## src/rtl/dff_pipe_pkg.sv

```systemverilog
// -----------------------------------------------------------------------------
// dff_pipe_pkg
// Shared definitions for the dff_pipe_chain register chain:
//   - MIN_WIDTH / MIN_DEPTH : smallest legal values of the chain parameters
//   - clog2_p1(n)           : bits needed to hold any value 0..n (at least 1)
// -----------------------------------------------------------------------------
package dff_pipe_pkg;

    localparam int MIN_WIDTH = 1;
    localparam int MIN_DEPTH = 1;

    // Width of a counter that must represent 0..n inclusive.
    function automatic int clog2_p1(input int n);
        int w;
        w = 0;
        while ((64'd1 << w) < 64'(n + 1)) begin
            w = w + 1;
        end
        return (w < 1) ? 1 : w;
    endfunction

endpackage : dff_pipe_pkg

```

## src/rtl/dff_pipe_stage.sv

```systemverilog
// -----------------------------------------------------------------------------
// dff_pipe_stage
// One register stage of dff_pipe_chain: a data register, its valid bit, and
// the stage's ready term (empty, or the stage downstream can move).
//
// Ports:
//   clk         in   rising-edge clock
//   reset       in   synchronous active-high reset
//   flush       in   synchronous clear of the valid bit (data holds)
//   i_up_valid  in   upstream stage / input transfer carries a word
//   i_up_data   in   upstream word
//   i_dn_rdy    in   ready of the next stage (out_ready for the last stage)
//   o_vld       out  registered valid bit
//   o_data      out  registered data word
//   o_rdy       out  this stage can take a new word this cycle
// -----------------------------------------------------------------------------
module dff_pipe_stage #(
    parameter int               WIDTH     = 8,
    parameter logic [WIDTH-1:0] RESET_VAL = {WIDTH{1'b0}}
) (
    input  logic             clk,
    input  logic             reset,
    input  logic             flush,
    input  logic             i_up_valid,
    input  logic [WIDTH-1:0] i_up_data,
    input  logic             i_dn_rdy,
    output logic             o_vld,
    output logic [WIDTH-1:0] o_data,
    output logic             o_rdy
);

    logic             r_vld;
    logic [WIDTH-1:0] r_data;

    // An empty stage always accepts, which is what collapses bubbles.
    assign o_rdy = ~r_vld | i_dn_rdy;

    // NOTE: state registers use non-blocking assignments so every stage samples
    // its neighbour's pre-edge value; blocking here would let words race ahead.
    always_ff @(posedge clk) begin
        if (reset) begin
            r_vld  <= 1'b0;
            // NOTE: the data registers are reset too (not only the valid bit) so
            // out_data shows a defined RESET_VAL while the chain is empty.
            r_data <= RESET_VAL;
        end else if (flush) begin
            r_vld  <= 1'b0;
        end else if (o_rdy) begin
            r_vld <= i_up_valid;
            // Load only real words; bubbles leave the data register untouched.
            if (i_up_valid) begin
                r_data <= i_up_data;
            end
        end
    end

    assign o_vld  = r_vld;
    assign o_data = r_data;

endmodule : dff_pipe_stage

```

## src/rtl/dff_pipe_chain.sv

```systemverilog
// -----------------------------------------------------------------------------
// dff_pipe_chain
// WIDTH-bit x DEPTH-stage register chain with per-stage valid bits and a
// valid/ready handshake on both ends. Empty stages accept data even while the
// output is blocked, so bubbles collapse under backpressure. A synchronous
// flush clears every valid bit; data registers hold.
//
// Ports:
//   clk        in   rising-edge clock
//   reset      in   synchronous active-high reset (priority over flush)
//   flush      in   synchronous clear of all valid bits; blocks input
//   in_valid   in   upstream offers in_data
//   in_ready   out  chain accepts in_data this cycle
//   in_data    in   input word [WIDTH]
//   out_valid  out  last stage holds a valid word
//   out_ready  in   downstream accepts out_data this cycle
//   out_data   out  last-stage word [WIDTH]
//   occupancy  out  number of valid stages (only with DFF_PIPE_OCCUPANCY_EN)
//
// Optional build macro: DFF_PIPE_OCCUPANCY_EN adds the occupancy counter/port
// and a simulation check that it matches the number of set valid bits.
// -----------------------------------------------------------------------------
module dff_pipe_chain
    import dff_pipe_pkg::*;
#(
    parameter int               WIDTH     = 8,
    parameter int               DEPTH     = 4,
    parameter logic [WIDTH-1:0] RESET_VAL = {WIDTH{1'b0}}
) (
    input  logic             clk,
    input  logic             reset,
    input  logic             flush,
    input  logic             in_valid,
    output logic             in_ready,
    input  logic [WIDTH-1:0] in_data,
    output logic             out_valid,
    input  logic             out_ready,
    output logic [WIDTH-1:0] out_data
`ifdef DFF_PIPE_OCCUPANCY_EN
    ,
    output logic [clog2_p1(DEPTH)-1:0] occupancy
`endif
);

    if (WIDTH < MIN_WIDTH || DEPTH < MIN_DEPTH) begin : g_bad_param
        $error("dff_pipe_chain: WIDTH (%0d) and DEPTH (%0d) must both be >= 1",
               WIDTH, DEPTH);
    end

    logic [DEPTH-1:0] w_vld;
    logic [WIDTH-1:0] w_data [DEPTH];
    logic             w_in_xfer;

    // Stage 0's ready is the OR of "any stage empty" and out_ready, rippled
    // combinationally from the last stage; flush blocks new words outright.
    assign in_ready  = g_stage[0].w_rdy & ~flush;
    assign w_in_xfer = in_valid & in_ready;

    for (genvar i = 0; i < DEPTH; i++) begin : g_stage
        logic             w_rdy;
        logic             w_dn_rdy;
        logic             w_up_valid;
        logic [WIDTH-1:0] w_up_data;

        if (i == 0) begin : g_head
            assign w_up_valid = w_in_xfer;
            assign w_up_data  = in_data;
        end else begin : g_body
            assign w_up_valid = w_vld[i-1];
            assign w_up_data  = w_data[i-1];
        end

        if (i == DEPTH - 1) begin : g_tail
            assign w_dn_rdy = out_ready;
        end else begin : g_link
            assign w_dn_rdy = g_stage[i+1].w_rdy;
        end

        dff_pipe_stage #(
            .WIDTH     (WIDTH),
            .RESET_VAL (RESET_VAL)
        ) u_stage (
            .clk        (clk),
            .reset      (reset),
            .flush      (flush),
            .i_up_valid (w_up_valid),
            .i_up_data  (w_up_data),
            .i_dn_rdy   (w_dn_rdy),
            .o_vld      (w_vld[i]),
            .o_data     (w_data[i]),
            .o_rdy      (w_rdy)
        );
    end

    assign out_valid = w_vld[DEPTH-1];
    assign out_data  = w_data[DEPTH-1];

`ifdef DFF_PIPE_OCCUPANCY_EN
    localparam int OCC_W = clog2_p1(DEPTH);

    logic [OCC_W-1:0] r_occupancy;
    logic             w_out_xfer;

    assign w_out_xfer = out_valid & out_ready;

    // Simultaneous accept and emit leaves the count unchanged.
    always_ff @(posedge clk) begin
        if (reset || flush) begin
            r_occupancy <= '0;
        end else if (w_in_xfer && !w_out_xfer) begin
            r_occupancy <= r_occupancy + OCC_W'(1);
        end else if (!w_in_xfer && w_out_xfer) begin
            r_occupancy <= r_occupancy - OCC_W'(1);
        end
    end

    assign occupancy = r_occupancy;

    a_occ_popcount : assert property (
        @(posedge clk) disable iff (reset)
        int'(r_occupancy) == $countones(w_vld)
    );
`endif

endmodule : dff_pipe_chain

```

## config.mk

```make
export PLATFORM = sky130hd
export DESIGN_NAME = dff_pipe_chain
export DESIGN_NICKNAME = d
export VERILOG_FILES = /design/src/rtl/dff_pipe_pkg.sv /design/src/rtl/dff_pipe_stage.sv /design/src/rtl/dff_pipe_chain.sv
export SDC_FILE = /design/constraint.sdc
export NUM_CORES = 1
export LEC_CHECK = 0
export ABC_AREA = 0
export CAP_MARGIN = 10
export CORE_ASPECT_RATIO = 0.75
export CORE_MARGIN = 2
export CORE_UTILIZATION = 50
export CTS_CLUSTER_SIZE = 12
export DETAILED_ROUTE_END_ITERATION = 12
export PLACE_DENSITY = 0.74
export SETUP_SLACK_MARGIN = 0.3
export SYNTH_ARGS = -nofsm -noshare
export SYNTH_HDL_FRONTEND = slang
export SYNTH_HIERARCHICAL = 1
export SYNTH_SLANG_ARGS = --single-unit
```

## constraint.sdc

```tcl
create_clock -name clk -period 2.5 [get_ports clk]
set_input_delay 0.25 -clock clk [delete_from_list [all_inputs] [get_ports clk]]
set_output_delay 0.25 -clock clk [all_outputs]
set_load 0.03 [all_outputs]
```

==> flow_summary.json <==
{
  "io_buffers": 22,
  "drv_cap": 0,
  "slowest_stage": "dfxtp_1",
  "drt_iter0_drc": 44,
  "grt_pass1_wl_um": 4040,
  "vias": 1046,
  "grt_max_degree": 69,
  "hold_viol_final": 0,
  "critPathLaunchType": "flop",
  "crit_chain": "nor2b_4 > inv_1 > nor2b_4 > inv_1 > nor2b_4 > inv_1 > nor2b_4 > inv_1 > nor2b_1 > buf_2",
  "peakVddDrop_mv": 0.365,
  "place_ws_ns": -0.00118,
  "fin_crit_sh_pct": 81.3,
  "maxSlewViolCount": 0,
  "path_max_fanout": 3,
  "ys_seq_area_share_pct": 43.1,
  "hold_end": "g_stage[3].u_stage/o_vld",
  "numClockSinks": 36,
  "powerDensity_mw_per_mm2": 527,
  "globalRouteOverflowTotal": 0,
  "synth_area_leaders": "dfxtp_1, nand2b_1, mux2i_1, nor2b_4, nor3b_2",
  "drc": 0,
  "crit_family": "simple AND/OR/NAND/NOR gates",
  "hpwlAfterDp_um": 1660,
  "final_common_cell": "nand2b_1",
  "gp_congestion": 0.702,
  "max_freq_mhz": 492,
  "busiest_layer": "met2",
  "criticalPathCategory": "reg -> out",
  "synthCells": 162,
  "skew_ns": 0.00621,
  "yosys_warnings": 6,
  "worstMarginPinSlew_ns": 0.530,
  "htreeDepth": 2,
  "p_leak_uw": 0.000640,
  "layout.nets": 201,
  "end_kind": "output port",
  "relSlewSlack_pct": 64.6,
  "grt.total_usage_pct": 13.9,
  "fp.dieH_um": 54.1,
  "ff2ff_setup_slack_ns": 0.57,
  "die_width_um": 70.8,
  "arrival_ns": 1.78,
  "insertion_delay_ns": 0.28,
  "finalCriticalPeriod_ns": 2.03,
  "slowest_delay_ns": 0.34,
  "grt_pass1_vias": 931,
  "firstDrtPassIters": 4,
  "layout_common_cells": "nand2b_1, dfxtp_1, mux2i_1, clkdlybuf4s50_1, clkbuf_8",
  "synth_cell_types": 12,
  "path_clk_slew_ns": 0.07,
  "wire_per_inst_um": 10.6,
  "reg2reg_to": "g_stage[0].u_stage/o_data[6]",
  "cp_data_required_time_ns": 2.25,
  "dieArea_mm2": 0.00383,
  "hold_start": "out_ready",
  "met2_usage_pct": 22.0,
  "numCtsBuffers": 5,
  "syn_area_per_cell_um2": 10.3,
  "reg2reg_depth": 11,
  "rows": 18,
  "syn_to_final_growth_pct": 20.4,
  "syn_area_mm2": 0.00167,
  "hold_path_depth": 4,
  "cts_root_buffer": "clkbuf_8",
  "wl_um": 2420,
  "drive_gt1_share_pct": 10.6,
  "setup_ws_ns": 0.468,
  "antenna_found_initial": 0,
  "drt.antenna.violating_nets": 0,
  "syn_nets": 175,
  "diodes": 0,
  "start_util_pct": 51.5,
  "use_met1_pct": 17.3,
  "fill_cells": 276,
  "hold_slack_ns": 0.351,
  "cts_setup_buffers": 0,
  "outcome": "completed",
  "cts_tree": "done",
  "use_met3_pct": 5.06,
  "viasPerCell": 4.57,
  "hold_class": "in -> reg",
  "cts_buffer_depth": 2,
  "setup_viol": 0,
  "r2r-start": "g_stage[3].u_stage/o_vld",
  "fp.coreArea_mm2": 0.00324,
  "netlist.area_leader.share_pct": 43.1,
  "path_buf_inv": 5,
  "io_pins": 23,
  "synth_top_area_cell": "dfxtp_1",
  "rsz0062_at_grt": "no",
  "ys_ff_latch": 36
}
registers in the layout, summed over array words and instances (netlist names):
| register | flops |
|---|---|
| g_stage.u_stage/o_data | 32 |
| g_stage.u_stage/o_vld | 4 |
cells in the mapped netlist (all sizes together):
cell type	n
nand2b	64
dfxtp	36
nor2	4
inv	4
and3b	1
mux2i	32
buf	4
nor2b	5
nor3	4
clkbuf	4
nor3b	4
worst max path at each step:
stage / cells after the start / startpoint / end
2_1_floorplan: 12 / g_stage[3].u_stage/o_vld / g_stage[0].u_stage/o_data[0]
3_3_place_gp: 11 / out_ready / in_ready
3_5_place_dp: 11 / out_ready / in_ready
4_1_cts: 12 / out_ready / g_stage[0].u_stage/o_data[6]
5_1_grt: 10 / g_stage[3].u_stage/o_vld / in_ready
6_report: 10 / g_stage[3].u_stage/o_vld / in_ready
kinds of logic (layout without fill, tap and decap cells):
| family | after synthesis | in the layout | synth area share (%) |
|---|---|---|---|
| flip-flops | 36 | 36 | 43.1 |
| multiplexers | 32 | 32 | 19.2 |
| buffers and inverters | 12 | 39 | 4.49 |
| AND/OR/NAND/NOR | 82 | 82 | 33.2 |
per-stage QoR:
step / instances / instance area (um^2) / TNS, ns / utilization, % / total power, uW
after global placement: 221 / 1920 / 0 / 59.2 / 664
after CTS: 229 / 2010 / 0 / 62.0 / 1070
final: 229 / 2010 / 0 / 62.1 / 1060
after floorplan: 162 / 1670 / 0 / - / 635
after global routing: 229 / 2010 / 0 / 62.1 / 1100
after detailed placement: 221 / 1920 / -0.00118 / 59.2 / 666
cell type report:
| class | instances | area [um^2] | area share, % |
|---|---|---|---|
| Clock buffer | 8 | 90.1 | 4.47 |
| Inverter | 4 | 15.0 | 0.746 |
| Multi-Input combinational cell | 114 | 882 | 43.8 |
| Sequential cell | 36 | 721 | 35.8 |
| Tap cell | 40 | 50.0 | 2.49 |
| Timing Repair Buffer | 27 | 255 | 12.7 |
metal layers:
| layer | vias up | wire length (um) |
|---|---|---|
| met4 | 0 | 8 |
| met2 | 21 | 1060 |
| met1 | 451 | 1220 |
| met5 | - | 0 |
| li1 | 572 | - |
| met3 | 2 | 125 |
worst reg2reg max path, cell delays in order, from the launching register on:
cell and delay, ns:
dfxtp_1 0.31, nor2b_4 0.13, inv_1 0.09, nor2b_4 0.05
inv_1 0.08, nor2b_4 0.05, inv_1 0.08, nor2b_4 0.06
inv_1 0.06, and3b_1 0.18, nor3b_4 0.49, mux2i_1 0.27
power by group:
part           total (uW)  switching [uW]  internal [uW]
clock                 407             183            224
sequential            582            2.82            579
combinational        71.3            27.0           44.3
repair_timing:
| item | 4_1_cts | 5_1_grt |
|---|---|---|
| gates resized for setup | 3 | 4 |
| hold buffers | 0 | 0 |
| endpoints found under the setup margin | 2 | 9 |
No activity file was read; power rests on OpenSTA's default activity.
